--- src/rtl/fp_pkg.sv ---
// Shared constants, result flags and rounding helper for the
// normalize/round back end of the FP adder.
package fp_pkg;

    localparam int WIDTH = 107;
    localparam int MAN_W = 52;
    localparam int EXP_W = 11;
    localparam int CNT_W = 7;
    localparam int BIAS  = (1 << (EXP_W - 1)) - 1;

    typedef struct packed {
        logic zero;
        logic of;
        logic uf;
        logic inexact;
    } res_flags_t;

    function automatic logic rne_up(
        input logic guard,
        input logic sticky,
        input logic lsb
    );
        return guard & (sticky | lsb);
    endfunction

endpackage

--- src/rtl/norm_shift.sv ---
// Logarithmic barrel left shifter used for normalization.
// Counts of WIDTH or more are screened off by the caller.
module norm_shift #(
    parameter int WIDTH = 107,
    parameter int CNT_W = 7
) (
    input  logic [WIDTH-1:0] din,
    input  logic [CNT_W-1:0] cnt,
    output logic [WIDTH-1:0] dout
);

    logic [WIDTH-1:0] v;

    always_comb begin
        v = din;
        for (int i = 0; i < CNT_W; i++) begin
            if (cnt[i]) begin
                v = v << (2 ** i);
            end
        end
        dout = v;
    end

endmodule

--- src/rtl/lza_norm_round.sv ---
// Two-stage normalize + RNE round of the adder magnitude using
// the LZA count; stage 2 fixes the LZA's one-bit under-estimate.
module lza_norm_round #(
    parameter int WIDTH = fp_pkg::WIDTH,
    parameter int MAN_W = fp_pkg::MAN_W,
    parameter int EXP_W = fp_pkg::EXP_W,
    parameter int CNT_W = fp_pkg::CNT_W
) (
    input  logic               clk,
    input  logic               rst_n,
    input  logic               in_valid,
    output logic               in_ready,
    input  logic [WIDTH-1:0]   in_sum,
    input  logic [CNT_W-1:0]   in_zero_cnt,
    input  logic               in_invalid,
    input  logic               in_sign,
    input  logic [EXP_W+1:0]   in_exp,
    output logic               out_valid,
    input  logic               out_ready,
    output logic               out_sign,
    output logic [EXP_W-1:0]   out_exp,
    output logic [MAN_W-1:0]   out_man,
    output logic               out_zero,
    output logic               out_of,
    output logic               out_uf,
    output logic               out_inexact
);

    import fp_pkg::*;

    localparam int EI_W = EXP_W + 4;
    localparam logic signed [EI_W-1:0] EMAX = EI_W'((1 << EXP_W) - 1);

    logic                    rdy_q;
    logic                    s1_valid;
    logic                    s1_zero;
    logic                    s1_sign;
    logic [WIDTH-1:0]        s1_sh;
    logic signed [EI_W-1:0]  s1_exp;
    logic                    s2_valid;

    logic                    s1_adv;
    logic                    s2_adv;
    logic                    in_fire;

    logic [WIDTH-1:0]        sh_d;
    logic                    zero_d;
    logic signed [EI_W-1:0]  e1_d;

    assign s2_adv   = !s2_valid || out_ready;
    assign s1_adv   = !s1_valid || s2_adv;
    assign in_ready = rdy_q && s1_adv;
    assign in_fire  = in_valid && in_ready;
    assign out_valid = s2_valid;

    norm_shift #(
        .WIDTH (WIDTH),
        .CNT_W (CNT_W)
    ) u_shift (
        .din  (in_sum),
        .cnt  (in_zero_cnt),
        .dout (sh_d)
    );

    assign zero_d = in_invalid || (in_zero_cnt >= CNT_W'(WIDTH));
    assign e1_d = $signed({{(EI_W-EXP_W-2){in_exp[EXP_W+1]}}, in_exp})
                - $signed({{(EI_W-CNT_W){1'b0}}, in_zero_cnt});

    always_ff @(posedge clk or negedge rst_n) begin
        if (!rst_n) begin
            rdy_q <= 1'b0;
        end else begin
            rdy_q <= 1'b1;
        end
    end

    always_ff @(posedge clk or negedge rst_n) begin
        if (!rst_n) begin
            s1_valid <= 1'b0;
            s1_zero  <= 1'b0;
            s1_sign  <= 1'b0;
            s1_sh    <= '0;
            s1_exp   <= '0;
        end else if (s1_adv) begin
            s1_valid <= in_fire;
            if (in_fire) begin
                s1_zero <= zero_d;
                s1_sign <= in_sign;
                s1_sh   <= zero_d ? '0 : sh_d;
                s1_exp  <= e1_d;
            end
        end
    end

    // Stage 2: one-step correction, field extraction, RNE, classify.
    logic                    norm;
    logic [WIDTH-2:0]        sh2;
    logic signed [EI_W-1:0]  e_c;
    logic [MAN_W-1:0]        frac;
    logic                    guard;
    logic                    sticky;
    logic                    up;
    logic                    carry;
    logic [MAN_W-1:0]        frac_r;
    logic signed [EI_W-1:0]  e_r;
    res_flags_t              fl;
    logic [EXP_W-1:0]        exp_d;
    logic [MAN_W-1:0]        man_d;

    assign norm   = s1_zero || s1_sh[WIDTH-1];
    assign sh2    = norm ? s1_sh[WIDTH-2:0] : {s1_sh[WIDTH-3:0], 1'b0};
    assign e_c    = s1_exp - EI_W'(!norm);
    assign frac   = sh2[WIDTH-2 -: MAN_W];
    assign guard  = sh2[WIDTH-2-MAN_W];
    assign sticky = |sh2[WIDTH-3-MAN_W:0];
    assign up     = rne_up(guard, sticky, frac[0]);
    assign {carry, frac_r} = {1'b0, frac} + (MAN_W+1)'(up);
    assign e_r    = e_c + EI_W'(carry);

    always_comb begin
        fl         = '0;
        exp_d      = '0;
        man_d      = '0;
        fl.inexact = guard | sticky;
        if (s1_zero) begin
            fl.zero    = 1'b1;
            fl.inexact = 1'b0;
        end else if (e_r <= 0) begin
            fl.uf   = 1'b1;
            fl.zero = 1'b1;
        end else if (e_r >= EMAX) begin
            fl.of = 1'b1;
            exp_d = '1;
        end else begin
            exp_d = e_r[EXP_W-1:0];
            man_d = frac_r;
        end
    end

    always_ff @(posedge clk or negedge rst_n) begin
        if (!rst_n) begin
            s2_valid    <= 1'b0;
            out_sign    <= 1'b0;
            out_exp     <= '0;
            out_man     <= '0;
            out_zero    <= 1'b0;
            out_of      <= 1'b0;
            out_uf      <= 1'b0;
            out_inexact <= 1'b0;
        end else if (s2_adv) begin
            s2_valid <= s1_valid;
            if (s1_valid) begin
                out_sign    <= s1_sign;
                out_exp     <= exp_d;
                out_man     <= man_d;
                out_zero    <= fl.zero;
                out_of      <= fl.of;
                out_uf      <= fl.uf;
                out_inexact <= fl.inexact;
            end
        end
    end

endmodule

--- config.mk ---
export PLATFORM = sky130hd
export DESIGN_NAME = lza_norm_round
export DESIGN_NICKNAME = d
export VERILOG_FILES = /design/src/rtl/fp_pkg.sv /design/src/rtl/norm_shift.sv /design/src/rtl/lza_norm_round.sv
export SDC_FILE = /design/constraint.sdc
export NUM_CORES = 1
export LEC_CHECK = 0
export ABC_AREA = 1
export ABC_CLOCK_PERIOD_IN_PS = 5800
export CORE_UTILIZATION = 40
export CTS_BUF_LIST = sky130_fd_sc_hd__clkbuf_4 sky130_fd_sc_hd__clkbuf_8
export DETAILED_ROUTE_END_ITERATION = 16
export MAX_ROUTING_LAYER = met4
export PLACE_DENSITY_LB_ADDON = 0.3
export SYNTH_ARGS = -nofsm -noshare
export SYNTH_HDL_FRONTEND = slang
export SYNTH_SLANG_ARGS = --single-unit
--- constraint.sdc ---
create_clock -name clk -period 5.8 [get_ports clk]
set_clock_uncertainty 0.05 [all_clocks]
set_input_delay 1.16 -clock clk [delete_from_list [all_inputs] [get_ports clk]]
set_output_delay 1.16 -clock clk [all_outputs]
set_load 0.02 [all_outputs]
==> results_dict.tcl, run 1 <==
set metrics [dict create \
    drtAntennaViolNets 0 \
    synthMuxAreaShare_pct 0.417 \
    clkSlewWorstSetupHoldPaths_ns 0.11 \
    yosysTopAreaCellShare_pct 25.3 \
    ys_ff_latch 194 \
    period_share_pct 89.8 \
    crit_top_cell "inv_1" \
    clkSinkCount 194 \
    cts_made_buffers 17 \
    min_path_type "register to register" \
    grt_pass1_vias 20400 \
    track_usage_pct 31.7 \
    dpl_worst_slack_ns 0.608 \
    synthCells 3311 \
    vias 22700 \
    endpoint "out_exp[7]" \
    core_area_sq_mm 0.0470 \
    fillers 5173 \
    fin_tns_setup_ns 0 \
    cellPowerDensity_mw_per_mm2 217 \
    fp.dieW_um 221 \
    critical-path-max-stage-delay_ns 0.44 \
    relSlewSlack_pct 31.8 \
    grt_max_degree 126 \
    start_kind "register" \
    cts-root-buf "clkbuf_8" \
    reg2reg_from "s1_sh[106]" \
    crit_type "register to register" \
    yosysTopAreaCell "dfrtp_1" \
    rsz0062_at_grt "no" \
    cts_tree "done" \
    tightest_slew_ns 1.02 \
    antenna_found_initial 0 \
    ys_warn_count 0 \
    finalHoldViolCount 0 \
    layout_commonest_cell "nand2_1" \
    async_reset_ff_share_pct 100 \
    worstReg2RegEnd "out_exp[7]" \
    drt-total-wl_um 76500 \
    finalSetupViolCount 0 \
    post_cts_buffers 0 \
    fin_ws_ns 0.592 \
    grt_first_pass_wirelength_um 118000 \
    synth_area_sq_mm 0.0192 \
    rows 79 \
    cp.required_ns 6.17 \
    worstPathArrival_ns 5.58 \
    cts_buffer_depth 2 \
    antenna_cells 0 \
    min_period_ns 5.21 \
    drt_iter0_drc 2841 \
    synth_top_family_by_area "simple AND/OR/NAND/NOR gates" \
    wl_per_cell_um 19.2 \
    synth_nets 3468 \
    grt_overflow 0 \
    drive_above_1_share_pct 5.28 \
    h-tree-depth 4 \
    gp_congestion 1.02 \
    yosys.area_share.simple_pct 49.0 \
    postSynthAreaPerCell_sq_um 5.81 \
    synth-edff-count 0 \
    insertion_delay_ns 0.56 \
    synth.distinct_cells 44 \
    initial_core_util_pct 40.9 \
    maxSlewViolCount 0 \
    reg2regPathDepth 30 \
    synthToLayoutAreaGrowth_pct 13.3 \
    die_h_um 221 \
    cts_hold_buf 0 \
    r2r_slack_ns 0.59 \
    cp-startpoint "s1_sh[106]" \
    leakagePower_uw 0.00985 \
    via_per_inst 5.72 \
    layout_common_cells "1,165 x nand2_1, 612 x nand3_1, 253 x nor2_1" \
    ys.flop_type "dfrtp_1" \
    irDropWorstVdd_v 0.000161 \
    netlist_top_cells_area "dfrtp_1 25%, nand2_1 23%, nand3_1 16%" \
    io_pins 203 \
    slowest_stage "dfrtp_1" \
    dieArea_sq_mm 0.0489 \
    synth-xor-area-share_pct 0.638 \
    synth_compound_area_share_pct 14.0 \
    critPathCaptureType "register" \
    drc 0 \
    io_buffers 202 \
    maxCapViolations 0 \
    fmax_ghz 0.192 \
    yosysSeqAreaShare_pct 25.3 \
    dp_hpwl_um 59200 \
    nNetsFinal 3514 \
    status "finished, final reports clean" \
    synth_fa_ha_area_share_pct 1.64 \
    crit_fanout 11 \
    fin_util_pct 46.4 \
    dr.pass1.iters 6 \
]
==> flip-flops by register name, indices dropped and copies added, names as in the netlist <==
| signal | cells |
|---|---|
| s1_sh | 107 |
| out_man | 52 |
| s1_exp | 14 |
| out_exp | 11 |
| out_inexact | 1 |
| out_of | 1 |
| out_sign | 1 |
| out_uf | 1 |
| out_valid | 1 |
| out_zero | 1 |
| rdy_q | 1 |
| s1_sign | 1 |
| s1_valid | 1 |
| s1_zero | 1 |
==> where the power goes <==
group	internal (uW)	switching [uW]
clock	316	575
sequential	1480	105
combinational	718	1520
total	2520	2200
==> how the worst min path moves through the flow <==
stage                 from          end  slack [ns]  cells past startpoint
3_5_place_dp   out_man[26]  out_man[26]        0.42                      2
3_3_place_gp     s1_sh[29]    s1_sh[29]        0.41                      2
6_report       out_man[34]  out_man[34]        0.44                      2
5_1_grt          s1_sh[30]    s1_sh[30]        0.46                      2
2_1_floorplan     s1_valid    out_valid        0.40                      2
4_1_cts        out_man[26]  out_man[26]        0.44                      2
==> critical path, delay by kind of cell (launching register included) <==
kind            cells  cell delay, ns
fa+ha+maj           3            0.81
flops               1            0.44
xor+xnor            1            0.20
buf+inv             7            0.77
simple gates       17            2.39
compound gates      2            0.40
==> kinds of logic after synthesis <==
family | count (synthesis)
AOI/OAI and AO/OA | 453
other | 1
and+or+nand+nor | 2197
muxes | 8
buffers and inverters | 420
xor gates and xnor gates | 14
DFF | 194
adders and majority gates | 24
==> area by class of cell <==
class / count / area (sq um) / share of cell area, %
multi-input cells: 2697 / 12700 / 58.1
flip-flops and latches: 194 / 4850 / 22.3
repair buffers: 235 / 2320 / 10.7
inverters: 212 / 801 / 3.68
well taps: 607 / 759 / 3.49
clock buffers: 17 / 234 / 1.07
clock inverters: 15 / 149 / 0.684
==> cell usage after synthesis, types with 6 or more instances <==
cell type  number
xor2_1         14
buf_1          38
inv_2           6
ha_1           22
a31oi_1        16
clkbuf_1      109
a21oi_1        35
o21a_1          8
buf_2          43
nor3_1         18
o22ai_1        15
a22oi_1        10
dfrtp_1       194
buf_6           8
nand4_1        41
nand3_1       612
nor4_1          9
nand2_1      1168
o21ai_0       198
o211ai_1      116
o21ai_1        40
nor2_2         17
mux2i_1         8
buf_4          10
o21ai_2         7
nor2_1        254
or2_2          61
inv_1         201
==> through the flow <==
| stage | cells | power, uW | cell area [sq um] | hold WS [ns] |
|---|---|---|---|---|
| global route | 3977 | 5030 | 21800 | 0.461 |
| CTS | 3976 | 4680 | 21800 | 0.442 |
| detailed placement | 3944 | 3790 | 21400 | 0.416 |
| finish | 3977 | 4720 | 21800 | 0.436 |
| global placement | 3944 | 3790 | 21400 | 0.413 |
| floorplan | 3311 | 3060 | 19200 | 0.398 |
==> per-layer routing <==
metal | wire [um] | track usage (%) | up-vias
met1 | 34100 | 43.2 | 10400
met4 | 3640 | 14.7 | 0
li1 | - | - | 11100
met2 | 33000 | 46.8 | 1058
met5 | 0 | - | -
met3 | 5730 | 3.77 | 175
==> repair_timing <==
action / 4_1_cts / 5_1_grt
gates resized for setup: 0 / 4
endpoints found under the hold margin: 0 / 0
endpoints found under the setup margin: 0 / 4
Note: power is estimated with default switching activity, not from simulation.
==> run 2: changes to the inputs <==
--- a/config.mk
+++ b/config.mk
@@ -7,6 +7,7 @@
 export LEC_CHECK = 0
 export ABC_AREA = 1
 export ABC_CLOCK_PERIOD_IN_PS = 5800
+export CORE_MARGIN = 4
 export CORE_UTILIZATION = 40
 export CTS_BUF_LIST = sky130_fd_sc_hd__clkbuf_4 sky130_fd_sc_hd__clkbuf_8
 export DETAILED_ROUTE_END_ITERATION = 16
==> results_dict.tcl, run 2 (synthesis gave the netlist of run 1 again) <==
set metrics [dict create \
    drive_above_1_share_pct 5.14 \
    swShare_pct 45.9 \
    cts-resized-gates 0 \
    hold_slack_ns 0.436 \
    crit_type "register to register" \
    leakagePower_uw 0.00986 \
    clkSinkCount 194 \
    multi_input_area_sq_mm 0.0127 \
    worstReg2RegEnd "out_man[8]" \
    gp_congestion 1.06 \
    min_period_ns 5.19 \
    io_buffers 202 \
    insertion_delay_ns 0.53 \
    slowest_stage "dfrtp_1" \
    grt_max_degree 142 \
    drt_iter0_drc 2923 \
    fp.dieW_um 227 \
    finalSetupViolCount 0 \
    p_clk_share_pct 19.5 \
    vias 22600 \
    finalHoldViolCount 0 \
    grt_overflow 0 \
    clkSlewWorstSetupHoldPaths_ns 0.11 \
    p_int_uw 2570 \
    fin_ws_ns 0.614 \
    initial_core_util_pct 40.4 \
    min_path_type "register to register" \
    fillers 5196 \
    p_sw_uw 2180 \
    regMostFlops "s1_sh" \
    synthToLayoutAreaGrowth_pct 13.3 \
    instances_no_fill 3982 \
    cts_buffer_depth 2 \
    final_cell_area_sq_mm 0.0218 \
    cp.required_ns 6.20 \
    die_h_um 227 \
    fmax_ghz 0.193 \
    h-tree-depth 4 \
    r2r_slack_ns 0.61 \
    fin_tns_setup_ns 0 \
    critical-path-max-stage-delay_ns 0.46 \
    largestRegisters "s1_sh (107), out_man (52), s1_exp (14)" \
    seq_area_sq_mm 0.00485 \
    critPathCaptureType "register" \
    track_usage_pct 29.8 \
    status "finished, final reports clean" \
    start_kind "register" \
    largest_reg_flops 107 \
    rows 80 \
    antenna_found_initial 2 \
    core_area_sq_mm 0.0476 \
    grt_first_pass_wirelength_um 118000 \
    cellPowerDensity_mw_per_mm2 218 \
    tightest_slew_ns 1.07 \
    relSlewSlack_pct 28.8 \
    maxSlewViolCount 0 \
    min_path_cells 2 \
    holdPathEnd "out_man[32]" \
    io_pins 203 \
    wl_per_cell_um 19.1 \
    place_inst 3948 \
    drtAntennaViolNets 0 \
    nNetsFinal 3509 \
    grt_pass1_vias 20500 \
    layout_commonest_cell "nand2_1" \
    dieArea_sq_mm 0.0516 \
    post_cts_buffers 0 \
    worstPathArrival_ns 5.59 \
    drc 0 \
    cts_tree "done" \
    reg2reg_from "s1_zero" \
    cts_hold_buf 0 \
    hp-start "out_man[32]" \
    place_area_sq_mm 0.0214 \
    reg2regPathDepth 30 \
    comb_power_share_pct 46.9 \
    via_per_inst 5.69 \
    cts-root-buf "clkbuf_8" \
    maxCapViolations 0 \
    rsz0062_at_grt "no" \
    crit_fanout 113 \
    layout_common_cells "1,165 x nand2_1, 612 x nand3_1, 253 x nor2_1" \
    dr.pass1.iters 6 \
    dp_hpwl_um 59500 \
    period_share_pct 89.4 \
    pwr-share-seq_pct 33.5 \
    dpl_worst_slack_ns 0.591 \
    irDropWorstVdd_v 0.000159 \
    cts_made_buffers 17 \
    drt-total-wl_um 76200 \
]
-- run 2: cell types whose count changed in the layout (fill, tap and decap cells not counted), sizes merged --
cell | before | now
clkbuf | 19 | 20
inv | 214 | 215
buf | 38 | 34
clkinvlp | 4 | 0
bufinv | 0 | 1
diode | 0 | 2
-- run 2: critical path, delay by kind of cell (launching register included) --
family / cells / cell delay (ns)
compound gates: 2 / 0.39
flops: 1 / 0.46
fa+ha+maj: 3 / 0.81
xor+xnor: 1 / 0.20
simple gates: 16 / 2.09
buf+inv: 8 / 1.06
-- run 2: layout make-up --
type                            count  area share, %
Antenna cell                        2         0.0230
Clock buffer                       19           1.17
Clock inverter                     13          0.637
Inverter                          212           3.68
Multi-Input combinational cell   2697           58.1
Sequential cell                   194           22.3
Tap cell                          615           3.53
Timing Repair Buffer              230           10.6
-- run 2: power groups by stage --
stage	combinational (uW)	sequential [uW]	clock, uW
2_1_floorplan	1430	1630	0
3_3_place_gp	2170	1610	0
3_5_place_dp	2180	1610	0
4_1_cts	2190	1590	950
5_1_grt	2480	1600	1000
6_report	2230	1590	927
-- run 2: how the worst max path moves through the flow --
stage	cells after the start	to	startpoint	slack (ns)
2_1_floorplan	33	out_exp[10]	s1_zero	1.50
3_3_place_gp	27	out_exp[1]	s1_zero	0.74
3_5_place_dp	27	out_exp[7]	s1_zero	0.59
4_1_cts	27	out_exp[1]	s1_zero	0.50
5_1_grt	30	out_exp[7]	s1_zero	0.04
6_report	30	out_man[8]	s1_zero	0.61
-- run 2: per-layer routing --
layer  track usage (%)  vias to the layer above  share of wire (%)
li1                  -                    11100                  -
met1              41.0                    10300                 44
met2              44.6                     1081                 44
met3              3.49                      162                7.5
met4              12.5                        0                4.8
met5                 -                        -                  0
-- run 2: metrics by stage --
| stage | util [%] | total power [uW] |
|---|---|---|
| 2_1_floorplan | - | 3060 |
| 3_3_place_gp | 44.9 | 3780 |
| 3_5_place_dp | 44.9 | 3790 |
| 4_1_cts | 45.7 | 4720 |
| 5_1_grt | 45.7 | 5080 |
| 6_report | 45.7 | 4740 |
